File: src/rtl/spi_sched_pkg.sv
// Shared types for the SPI transaction scheduler: FSM states, latched transfer
// config and word-length masking of received data.
package spi_sched_pkg;

  typedef enum logic [2:0] {
    IDLE      = 3'd0,
    LAUNCH    = 3'd1,
    WAIT_BUSY = 3'd2,
    WAIT_DONE = 3'd3,
    RESP      = 3'd4
  } sched_state_e;

  typedef struct packed {
    logic [1:0]  mode;
    logic [1:0]  speed;
    logic [1:0]  word_len;
    logic [7:0]  ifg;
    logic [7:0]  cs_sck;
    logic [7:0]  sck_cs;
    logic [31:0] mosi;
  } spi_cfg_t;

  localparam logic [1:0] WL_8  = 2'b00;
  localparam logic [1:0] WL_16 = 2'b01;
  localparam logic [1:0] WL_24 = 2'b10;
  localparam logic [1:0] WL_32 = 2'b11;

  // Bits beyond the configured word length are not driven by the shifter.
  function automatic logic [31:0] mask_word(input logic [31:0] d, input logic [1:0] len);
    case (len)
      WL_8:    return {24'b0, d[7:0]};
      WL_16:   return {16'b0, d[15:0]};
      WL_24:   return {8'b0, d[23:0]};
      default: return d;
    endcase
  endfunction

endpackage

File: src/rtl/spi_rr_arbiter.sv
// Round-robin picker: first set request at or after ptr, wrapping modulo N_REQ.
module spi_rr_arbiter #(
  parameter int N_REQ = 4,
  parameter int ID_W  = $clog2(N_REQ)
) (
  input  logic [N_REQ-1:0] req,
  input  logic [ID_W-1:0]  ptr,
  output logic [N_REQ-1:0] gnt,
  output logic [ID_W-1:0]  idx,
  output logic             any
);

  // Scan from farthest to nearest so the nearest hit is the last write.
  always_comb begin
    idx = '0;
    any = 1'b0;
    for (int i = N_REQ - 1; i >= 0; i--) begin
      if (req[ID_W'((int'(ptr) + i) % N_REQ)]) begin
        any = 1'b1;
        idx = ID_W'((int'(ptr) + i) % N_REQ);
      end
    end
    gnt = any ? (N_REQ'(1) << idx) : '0;
  end

endmodule

File: src/rtl/spi_txn_scheduler.sv
// Shares one SPI master between N_REQ requesters: RR grant, latch config,
// pulse start, track busy, return masked MISO word with ID and timeout flag.
module spi_txn_scheduler
  import spi_sched_pkg::*;
#(
  parameter int N_REQ         = 4,
  parameter int ID_W          = $clog2(N_REQ),
  parameter int START_TIMEOUT = 16
) (
  input  logic                CLK,
  input  logic                RST,
  input  logic [N_REQ-1:0]    req_valid,
  output logic [N_REQ-1:0]    req_ready,
  input  logic [2*N_REQ-1:0]  req_spi_mode,
  input  logic [2*N_REQ-1:0]  req_sck_speed,
  input  logic [2*N_REQ-1:0]  req_word_len,
  input  logic [8*N_REQ-1:0]  req_ifg,
  input  logic [8*N_REQ-1:0]  req_cs_sck,
  input  logic [8*N_REQ-1:0]  req_sck_cs,
  input  logic [32*N_REQ-1:0] req_mosi_data,
  output logic                resp_valid,
  input  logic                resp_ready,
  output logic [ID_W-1:0]     resp_id,
  output logic [31:0]         resp_data,
  output logic                resp_err,
  output logic                start_out,
  output logic [1:0]          spi_mode_out,
  output logic [1:0]          sck_speed_out,
  output logic [1:0]          word_len_out,
  output logic [7:0]          ifg_out,
  output logic [7:0]          cs_sck_out,
  output logic [7:0]          sck_cs_out,
  output logic [31:0]         mosi_data_out,
  input  logic                busy_in,
  input  logic [31:0]         miso_data_in
);

  localparam int CNT_W = $clog2(START_TIMEOUT + 1);

  sched_state_e     state_q, state_d;
  logic [ID_W-1:0]  rr_ptr_q, gnt_idx, gnt_id_q;
  logic [N_REQ-1:0] gnt_oh;
  logic             gnt_any;
  logic [CNT_W-1:0] to_cnt_q;
  spi_cfg_t         req_cfg [N_REQ];
  spi_cfg_t         cfg_q;
  logic             do_grant, do_done, do_timeout;

  for (genvar gi = 0; gi < N_REQ; gi++) begin : g_unpack
    assign req_cfg[gi] = '{mode:     req_spi_mode[2*gi +: 2],
                           speed:    req_sck_speed[2*gi +: 2],
                           word_len: req_word_len[2*gi +: 2],
                           ifg:      req_ifg[8*gi +: 8],
                           cs_sck:   req_cs_sck[8*gi +: 8],
                           sck_cs:   req_sck_cs[8*gi +: 8],
                           mosi:     req_mosi_data[32*gi +: 32]};
  end

  spi_rr_arbiter #(.N_REQ(N_REQ), .ID_W(ID_W)) u_arb (
    .req (req_valid),
    .ptr (rr_ptr_q),
    .gnt (gnt_oh),
    .idx (gnt_idx),
    .any (gnt_any)
  );

  always_ff @(posedge CLK or negedge RST) begin
    if (!RST) state_q <= IDLE;
    else      state_q <= state_d;
  end

  // WAIT_BUSY is entered only after the start pulse, so a busy left high from
  // the previous transfer during LAUNCH is never mistaken for acceptance.
  always_comb begin
    state_d    = state_q;
    do_grant   = 1'b0;
    do_done    = 1'b0;
    do_timeout = 1'b0;
    case (state_q)
      IDLE: if (gnt_any) begin
        do_grant = 1'b1;
        state_d  = LAUNCH;
      end
      LAUNCH: state_d = WAIT_BUSY;
      WAIT_BUSY:
        if (busy_in) state_d = WAIT_DONE;
        else if (to_cnt_q == CNT_W'(START_TIMEOUT - 1)) begin
          do_timeout = 1'b1;
          state_d    = RESP;
        end
      WAIT_DONE: if (!busy_in) begin
        do_done = 1'b1;
        state_d = RESP;
      end
      RESP: if (resp_ready) state_d = IDLE;
      default: state_d = IDLE;
    endcase
  end

  assign req_ready  = (do_grant && RST) ? gnt_oh : '0;
  assign start_out  = (state_q == LAUNCH);
  assign resp_valid = (state_q == RESP);

  always_ff @(posedge CLK or negedge RST) begin
    if (!RST) begin
      rr_ptr_q  <= '0;
      gnt_id_q  <= '0;
      cfg_q     <= '0;
      to_cnt_q  <= '0;
      resp_id   <= '0;
      resp_data <= '0;
      resp_err  <= 1'b0;
    end else begin
      if (do_grant) begin
        cfg_q    <= req_cfg[gnt_idx];
        gnt_id_q <= gnt_idx;
        rr_ptr_q <= (gnt_idx == ID_W'(N_REQ - 1)) ? '0 : gnt_idx + 1'b1;
      end
      if (state_q == LAUNCH)         to_cnt_q <= '0;
      else if (state_q == WAIT_BUSY) to_cnt_q <= to_cnt_q + 1'b1;
      if (do_done) begin
        resp_id   <= gnt_id_q;
        resp_data <= mask_word(miso_data_in, cfg_q.word_len);
        resp_err  <= 1'b0;
      end else if (do_timeout) begin
        resp_id   <= gnt_id_q;
        resp_data <= '0;
        resp_err  <= 1'b1;
      end
    end
  end

  assign spi_mode_out  = cfg_q.mode;
  assign sck_speed_out = cfg_q.speed;
  assign word_len_out  = cfg_q.word_len;
  assign ifg_out       = cfg_q.ifg;
  assign cs_sck_out    = cfg_q.cs_sck;
  assign sck_cs_out    = cfg_q.sck_cs;
  assign mosi_data_out = cfg_q.mosi;

endmodule

File: config.mk
export PLATFORM = sky130hd
export DESIGN_NAME = spi_txn_scheduler
export DESIGN_NICKNAME = d
export VERILOG_FILES = /design/src/rtl/spi_sched_pkg.sv /design/src/rtl/spi_rr_arbiter.sv /design/src/rtl/spi_txn_scheduler.sv
export SDC_FILE = /design/constraint.sdc
export NUM_CORES = 1
export LEC_CHECK = 0
export ABC_AREA = 1
export BUFFER_PORTS_ARGS = -buffer_cell sky130_fd_sc_hd__buf_2
export CAP_MARGIN = 20
export CORE_MARGIN = 2
export CORE_UTILIZATION = 30
export DETAILED_ROUTE_END_ITERATION = 10
export GPL_TIMING_DRIVEN = 1
export PLACE_DENSITY = 0.56
export SYNTH_ARGS = -nofsm -noshare
export SYNTH_HDL_FRONTEND = slang
export SYNTH_SLANG_ARGS = --single-unit
File: constraint.sdc
create_clock -name CLK -period 2.1 [get_ports CLK]
set_input_delay 0.21 -clock CLK [delete_from_list [all_inputs] [get_ports CLK]]
set_output_delay 0.21 -clock CLK [all_outputs]
set_load 0.01 [all_outputs]
==> results of run 1 <==
==> per-layer routing <==
metal  wire (microns)  GRT usage
met2            13700      0.354
met1            12600      0.274
met4              882     0.0817
met3             2120     0.0460
met5               13          0
==> stage by stage <==
stage / cell area, sq um / total power, mW
6_report: 10900 / 19.8
5_1_grt: 10900 / 21.7
4_1_cts: 10700 / 19.1
3_5_place_dp: 9900 / 15.7
3_3_place_gp: 9900 / 15.6
2_1_floorplan: 7470 / 11.5
==> power breakdown <==
group,internal (mW),switching (mW)
registers,3.14,0.578
logic,5.81,8.45
clock network,0.872,0.996
total,9.82,10.0
==> flip-flops by register name (all words and copies together) (netlist names) <==
signal,flops
cs_sck_out,8
gnt_id_q,2
ifg_out,8
mosi_data_out,32
resp_data,32
resp_err,1
resp_id,2
rr_ptr_q,2
sck_cs_out,8
sck_speed_out,2
spi_mode_out,2
state_q,3
to_cnt_q,5
word_len_out,2
==> placed cells by master, fill, tap and decap left out, types with 4 or more instances in the layout <==
cell / count
a21oi_1: 4
inv_2: 7
nand3_1: 265
a32o_1: 8
buf_2: 389
nand2_4: 12
o21ai_0: 25
buf_4: 28
buf_6: 7
buf_12: 14
buf_16: 4
nand3_2: 8
nor2_2: 4
dfrtp_1: 107
nor2_1: 8
o211ai_1: 16
nand3_4: 4
clkbuf_16: 13
inv_1: 266
nor3_1: 5
nand2_1: 324
a22o_1: 9
nand2_2: 11
==> logic make-up (layout without fill, tap and decap cells) <==
logic type,Yosys count,in the layout,share of synthesized area
other,0,3,0
DFF,109,109,0.365
adders and majority gates,4,4,0.00670
AOI/OAI and AO/OA,66,66,0.0606
xor gates and xnor gates,1,1,0.00117
buffers and inverters,347,739,0.187
and+or+nand+nor,649,649,0.379
==> cell type report <==
cell class,count,area [sq um],area share
inverters,275,1040,0.0959
diodes,3,7.51,0.000689
well taps,324,405,0.0372
repair buffers,448,2760,0.253
multi-input cells,720,3630,0.334
flip-flops and latches,109,2730,0.251
clock inverters,7,88.8,0.00816
clock buffers,9,225,0.0207
==> path summary, 6_finish.rpt <==
path	endpoint	slack [ns]
hold / removal	to_cnt_q[3]$_DFFE_PN0P_	-0.04
min in group CLK	resp_data[4]$_DFFE_PN0P_	0.06
max in group asynchronous	rr_ptr_q[0]$_DFFE_PN0P_	1.60
setup / recovery	req_ready[1]	-0.15
setup reg to reg	mosi_data_out[23]$_DFFE_PN0P_	-0.07
hold reg to reg	sck_cs_out[7]$_DFFE_PN0P_	0.48
==> worst reg2reg max path, delay by kind of cell, from the launching register on <==
family	cells	cell delay (ns)
flops	1	0.46
simple gates	6	0.54
compound gates	1	0.20
buf+inv	4	0.63
xor+xnor	1	0.22
==> repair_timing <==
action | CTS | global route
gates resized for setup | 64 | 21
cloned | 2 | 5
endpoints found under the setup margin | 10 | 69
setup buffers | 20 | 2
pin swaps | 19 | 29
==> results.toml, run 1 <==
[synth]
ys.flop_type = "dfrtp_1"
synth_warnings = 0
synth_area_leaders = "dfrtp_1 (37%), nand3_1 (18%), nand2_1 (17%)"
synthTopCellsByCount = "nand2_1 (342), nand3_1 (275), inv_1 (269)"
synth_edf_count = 0
ys_types = 29
syn_nets = 1468
synth_top_area_frac = 0.365
avgSynthCellArea_sq_um = 6.35
syn_area_sq_um = 7470
ys_async_sr_fraction = 1.00
syn_inst = 1176
yosys.area.top_type = "dfrtp_1"
synth.most_common_cell = "nand2_1"
ys_ff_latch = 109
ys_seq_area_frac = 0.365

[routing]
wl_per_cell_microns = 15.4
drc = 0
wl_microns = 29300
firstDrtPassIters = 4
drtAntennaViolNets = 0
vias = 8802
drtIter0Drc = 450
viasPerCell = 4.64

[worst_setup_path]
critPathCaptureType = "primary output"
path_common_cell = "buf_6"
cp-startpoint = "rr_ptr_q[0]$_DFFE_PN0P_"
r2r-start = "rr_ptr_q[0]$_DFFE_PN0P_"
path_depth = 10
critPathBufInv = 4
critPathRequiredTime_ns = 1.89
crit_family = "simple AND/OR/NAND/NOR gates"
path_max_fanout = 4
cp_slowest_stage_delay_ns = 0.46
critical_path_class = "reg2out"
crit_chain = "buf_6 > o21ai_4 > nor2_2 > nor2_4 > nand3_4 > nand2_8 > inv_6 > buf_6 > nor3_4 > buf_2"
crit_slowest_cell = "dfrtp_2"
rr_worst_depth = 12
arrival_ns = 2.04
start_kind = "flip-flop"

[clock_network]
insertion_delay_ns = 0.37
clock_path_buffers = 2
cts_buffers = 9
htree_levels = 3
ctsHoldBuffers = 0
cts-root-buf = "clkbuf_16"
path_clk_slew_ns = 0.09
clock-sinks = 109
cts_tree = "done"

[timing]
relSlewSlack = 0.451
finalSetupViolCount = 51
period_share = 1.07
hold_violations = 38
rsz0062_at_grt = "yes"
skew_ns = 0.0165
setup_tns_ns = -1.70
period_needed_ns = 2.25
maxSlewViolCount = 0
max_freq_mhz = 445
max_slew.worst_pin.slew_ns = 0.814
timing.hold.ws_ns = -0.0383
layout_setup_ws_ns = -0.148

[floorplan]
dieHeight_microns = 162
start_util = 0.306
ios = 391
core_area_sq_um = 24400
die_area_sq_um = 26200
fp-row-count = 57
die_w_microns = 162

[place]
dp.cells = 1848
gp_congestion = 0.844
dp_hpwl_microns = 19900
post-place-ws_ns = 0.0187
port_buffers = 390

[finish]
final_net_count = 1855
final_core_util = 0.447
area_delta_synth_final_pct = 45.9
stdcell_count = 1895
fillCellCount = 2607
layout-drive-gt1-share = 0.334

[flow_run]
max_cap_viol_count = 0

[power_and_ir_drop]
ir_drop_v = 0.00121
p_leak_nw = 6.83
cellPowerDensity_nw_per_um2 = 1820

[status]
status = "finished, violations left"
violations = "hold timing, setup timing"

[global_route]
grt_pass1_wl_microns = 44700
grt_pass1_vias = 8575
antenna_found_initial = 3
grt_usage = 0.214
grt_max_degree = 110
overflow = 0

[hold_path]
hold_class = "in2async"
Note: power is estimated with default switching activity, not from simulation.
==> run 2, diff against run 1 <==
--- a/config.mk
+++ b/config.mk
@@ -8,6 +8,7 @@
 export ABC_AREA = 1
 export BUFFER_PORTS_ARGS = -buffer_cell sky130_fd_sc_hd__buf_2
 export CAP_MARGIN = 20
+export CORE_ASPECT_RATIO = 1.75
 export CORE_MARGIN = 2
 export CORE_UTILIZATION = 30
 export DETAILED_ROUTE_END_ITERATION = 10
==> run 2 against run 1 <==
The run still ends with hold timing, setup timing left. Non-clock buffer count up 10. Fmax shrank 0.96%. Register-to-register slack improved by 0.03 ns. Cell count about the same. Global-route usage is 0.42 points higher. Setup slack got worse by 0.022 ns. Count of clock-buffer cells in the layout stayed put. Critical path depth grew 3. Core utilization decreased by 0.091 points. Sequential power is essentially flat. Via count is 1.6% higher. Largest power group unchanged.
==> results.toml, run 2 (same netlist as run 1, synthesis figures left out) <==
[status]
status = "finished, violations left"
violations = "hold timing, setup timing"

[timing]
hold_violations = 18
period_share = 1.08
max_freq_mhz = 441
finalSetupViolCount = 23
timing.hold.ws_ns = -0.0228
maxSlewViolCount = 0
rsz0062_at_grt = "yes"
layout_setup_ws_ns = -0.169
period_needed_ns = 2.27
skew_ns = 0.0125
relSlewSlack = 0.422
max_slew.worst_pin.slew_ns = 0.858

[routing]
wl_met1_microns = 12300
met3WireLength_microns = 1850
viasPerCell = 4.72
wl_met2_microns = 16800
drtAntennaViolNets = 0
drc = 0
wl_microns = 32100
vias = 8940
dr.max_layer_used = "met5"
drtIter0Drc = 439
firstDrtPassIters = 5
wl_per_cell_microns = 16.9

[floorplan]
die_w_microns = 123
die_area_sq_um = 26200
fp-row-count = 76
core_area_sq_um = 24500
dieHeight_microns = 213
start_util = 0.304
ios = 391

[clock_network]
cts-root-buf = "clkbuf_16"
cts_buffers = 9
clock_path_buffers = 2
htree_levels = 3
ctsHoldBuffers = 0
cts_tree = "done"
clock-sinks = 109
path_clk_slew_ns = 0.08
insertion_delay_ns = 0.37

[global_route]
grt_pass1_wl_microns = 44100
overflow = 0
grt_pass1_vias = 8396
grt_usage = 0.218
antenna_found_initial = 6
grt_max_degree = 110

[finish]
seq_area_sq_um = 2730
final_net_count = 1865
mostFrequentLayoutCells = "buf_2 (388), nand2_1 (327), inv_1 (267)"
fillCellCount = 2659
area_delta_synth_final_pct = 46.4
multiInputGateArea_sq_um = 3570
final_core_util = 0.446
layout-drive-gt1-share = 0.335
final_common_cell = "buf_2"

[power_and_ir_drop]
p_leak_nw = 6.86
cellPowerDensity_nw_per_um2 = 1870
ir_drop_v = 0.00107
finalPower_mw = 20.4

[worst_setup_path]
critPathRequiredTime_ns = 1.89
rr_worst_depth = 15
path_max_fanout = 8
start_kind = "flip-flop"
critical_path_class = "reg2out"
arrival_ns = 2.06
critPathCaptureType = "primary output"

[hold_path]
hold_class = "in2async"

[flow_run]
max_cap_viol_count = 0

[place]
dp_hpwl_microns = 21500
post-place-ws_ns = -0.128
gp_congestion = 0.947
port_buffers = 390
## run 2: cell types whose count changed in the layout (fill, tap and decap cells not counted), sizes merged
cell      change
buf           +6
clkbuf        +3
diode         +3
inv           -3
clkinv        +2
bufbuf        +1
clkinvlp      +1
## run 2: metrics by stage
| stage | std cells | hold slack (ns) | setup TNS, ns | area, sq um |
|---|---|---|---|---|
| global placement | 1843 | 0.418 | -0.701 | 9900 |
| CTS | 1875 | 0.0151 | -0.624 | 10600 |
| finish | 1896 | -0.0228 | -0.816 | 10900 |
| floorplan | 1176 | -0.0856 | 0 | 7470 |
| detailed placement | 1843 | 0.420 | -1.64 | 9900 |
| global route | 1893 | 0.0175 | -8.19 | 10900 |
## run 2: path summary, 6_finish.rpt
check                                                from                          end  slack (ns)
worst max-delay path              rr_ptr_q[0]$_DFFE_PN0P_                 req_ready[2]       -0.17
worst min-delay path                                  RST    sck_cs_out[4]$_DFFE_PN0P_       -0.02
worst max register to register    rr_ptr_q[0]$_DFFE_PN0P_  word_len_out[1]$_DFFE_PN0P_       -0.04
worst min register to register  sck_cs_out[6]$_DFFE_PN0P_    sck_cs_out[6]$_DFFE_PN0P_        0.48
max in group asynchronous                             RST      rr_ptr_q[1]$_DFFE_PN0P_        1.63
min in group CLK                          miso_data_in[5]     resp_data[5]$_DFFE_PN0P_        0.06
## run 2: area by class of cell
cell class,instances,area share
Sequential cell,109,0.250
Multi-Input combinational cell,720,0.327
Inverter,275,0.0957
Timing Repair Buffer,458,0.263
Clock buffer,9,0.0206
Antenna cell,6,0.00137
Clock inverter,7,0.00709
Tap cell,312,0.0357
## run 2: power by group
part | leakage (nW) | internal (mW) | total (mW) | switching (mW)
clock network | 0.144 | 0.852 | 1.81 | 0.955
logic | 5.34 | 6.07 | 14.9 | 8.80
registers | 1.38 | 3.14 | 3.75 | 0.607
## run 2: per-layer routing
metal,vias up,GRT usage
li1,4413,-
met3,68,0.0398
met1,4142,0.254
met2,313,0.385
met4,4,0.0940
met5,-,0
## run 2: repair_timing
action                     CTS  global route
hold endpoints to repair     0             0
gates resized for setup     47            26
gates cloned                 2            11
setup endpoints to repair   19            80
buffers inserted            14             4
pin swaps                   16             6
## run 2: worst max-delay path: stages (launching register included)
cell	delay, ns
dfrtp_2	0.51
inv_4	0.14
nand2_2	0.06
nand2_2	0.09
nand2_2	0.08
nand3_4	0.11
nand2_4	0.07
nand2_4	0.09
nand2_8	0.08
inv_6	0.07
ha_4	0.11
inv_1	0.03
nor2_1	0.10
buf_4	0.14
==> run 3, diff against run 2 <==
--- a/config.mk
+++ b/config.mk
@@ -14,6 +14,8 @@
 export DETAILED_ROUTE_END_ITERATION = 10
 export GPL_TIMING_DRIVEN = 1
 export PLACE_DENSITY = 0.56
+export SKIP_CTS_REPAIR_TIMING = 1
+export SLEW_MARGIN = 20
 export SYNTH_ARGS = -nofsm -noshare
 export SYNTH_HDL_FRONTEND = slang
 export SYNTH_SLANG_ARGS = --single-unit
==> run 3 against run 2 <==
The run still ends with hold timing, setup timing left. Count of clock-buffer cells in the layout did not move. Clock skew barely moved. Global-route usage fell by 0.58 points. Critical path type unchanged. Design area rose by 0.55%. Wire length rose by 0.50%. Core utilization rose by 0.24 points.
==> results.toml, run 3 (same netlist as run 1, synthesis figures left out) <==
[floorplan]
die_area_sq_um = 26200
fp-row-count = 76
start_util = 0.304
die_w_microns = 123
core_area_sq_um = 24500
dieHeight_microns = 213
ios = 391

[finish]
final_net_count = 1869
final_common_cell = "buf_2"
area_delta_synth_final_pct = 47.2
final_core_util = 0.448
fillCellCount = 2644
mostFrequentLayoutCells = "buf_2 (388), nand2_1 (328), nand3_1 (269)"
layout-drive-gt1-share = 0.334
fin_area_sq_um = 11000

[power_and_ir_drop]
ir_drop_v = 0.00109
power.switching_mw = 10.4
cellPowerDensity_nw_per_um2 = 1870
sw_frac_of_total = 0.506
p_clk_frac = 0.087
internal-power_mw = 10.2
pwr-share-seq = 0.182
p_leak_nw = 6.88
combPwrFrac = 0.730

[timing]
hold_violations = 34
skew_ns = 0.0124
layout_setup_ws_ns = -0.241
setup_tns_ns = -1.25
period_share = 1.11
maxSlewViolCount = 0
relSlewSlack = 0.426
timing.hold.ws_ns = -0.0162
max_freq_mhz = 427
period_needed_ns = 2.34
max_slew.worst_pin.slew_ns = 0.852
rsz0062_at_grt = "yes"
finalSetupViolCount = 20

[place]
dp_hpwl_microns = 21500
port_buffers = 390
post-place-ws_ns = -0.128
gp_congestion = 0.947
placed_area_sq_um = 9900

[routing]
viasPerCell = 4.71
drtIter0Drc = 404
wl_microns = 32300
vias = 8941
firstDrtPassIters = 5
wl_per_cell_microns = 17.0
drtAntennaViolNets = 0
drc = 0

[worst_setup_path]
critical_path_class = "reg2out"
critPathCaptureType = "primary output"
critPathRequiredTime_ns = 1.89
start_kind = "flip-flop"
path_max_fanout = 8
arrival_ns = 2.13

[flow_run]
max_cap_viol_count = 0

[global_route]
overflow = 0
grt_max_degree = 110
grt_pass1_wl_microns = 42900
grt_pass1_vias = 8204
antenna_found_initial = 6
grt_usage = 0.212

[clock_network]
path_clk_slew_ns = 0.08
clock-sinks = 109
cts_buffers = 9
insertion_delay_ns = 0.37
clock_path_buffers = 2
cts-root-buf = "clkbuf_16"
htree_levels = 3
cts_tree = "done"

[status]
violations = "hold timing, setup timing"
status = "finished, violations left"

[hold_path]
hold_class = "in2async"
## run 3: cell count changes in the layout (fill, tap and decap cells not counted), moves of 2 or more
cell       change
nand3_2        -4
nand2_2        -3
clkbuf_16      +3
buf_4          +3
nand3_1        +3
nand2_4        +2
## run 3: stage by stage
stage / std cells / hold slack (ns) / power (mW)
global route: 1897 / 0.0175 / 22.3
detailed placement: 1843 / 0.420 / 15.9
finish: 1900 / -0.0162 / 20.6
CTS: 1859 / 0.00937 / 17.8
global placement: 1843 / 0.418 / 15.8
floorplan: 1176 / -0.0856 / 11.5
## run 3: worst max-delay path, cell delays in order, from the launching register on
cell,delay (ns)
dfrtp_2,0.52
inv_4,0.10
nand2_4,0.10
nand3_2,0.09
nand2_2,0.10
nand3_4,0.12
nand2_4,0.11
nand2_4,0.08
nand2_8,0.13
inv_6,0.05
ha_4,0.15
inv_2,0.04
nor2_2,0.02
buf_4,0.15
## run 3: power groups by stage
stage	clock network, mW	registers [mW]	logic [mW]
after global placement	0	3.73	12.1
after floorplan	0	4.09	7.45
after CTS	1.86	3.72	12.2
final	1.80	3.75	15.0
after detailed placement	0	3.75	12.1
after global routing	1.94	3.88	16.5
## run 3: final timing paths
check	start	end	slack [ns]	depth (start not counted)
worst max register to register	rr_ptr_q[0]$_DFFE_PN0P_	word_len_out[0]$_DFFE_PN0P_	-0.05	15
worst min-delay path	RST	ifg_out[0]$_DFFE_PN0P_	-0.02	2
worst min register to register	mosi_data_out[6]$_DFFE_PN0P_	mosi_data_out[6]$_DFFE_PN0P_	0.48	2
worst max-delay path	rr_ptr_q[0]$_DFFE_PN0P_	req_ready[2]	-0.24	13
min in group CLK	miso_data_in[5]	resp_data[5]$_DFFE_PN0P_	0.06	2
max in group asynchronous	RST	rr_ptr_q[0]$_DFFE_PN0P_	1.61	2
## run 3: layer usage
layer	track usage	part of all wire
met1	0.250	0.37
met2	0.371	0.52
met3	0.0395	0.061
met4	0.0893	0.039
met5	0	0.00065
## run 3: layout make-up
class | count | area [sq um] | area share
clock buffer | 9 | 225 | 0.0205
clock inverter | 7 | 77.6 | 0.00706
multi-input combinational | 720 | 3580 | 0.325
sequential | 109 | 2730 | 0.248
antenna | 6 | 15.0 | 0.00137
timing repair buffer | 462 | 2930 | 0.267
inverter | 275 | 1050 | 0.0953
tap | 312 | 390 | 0.0355
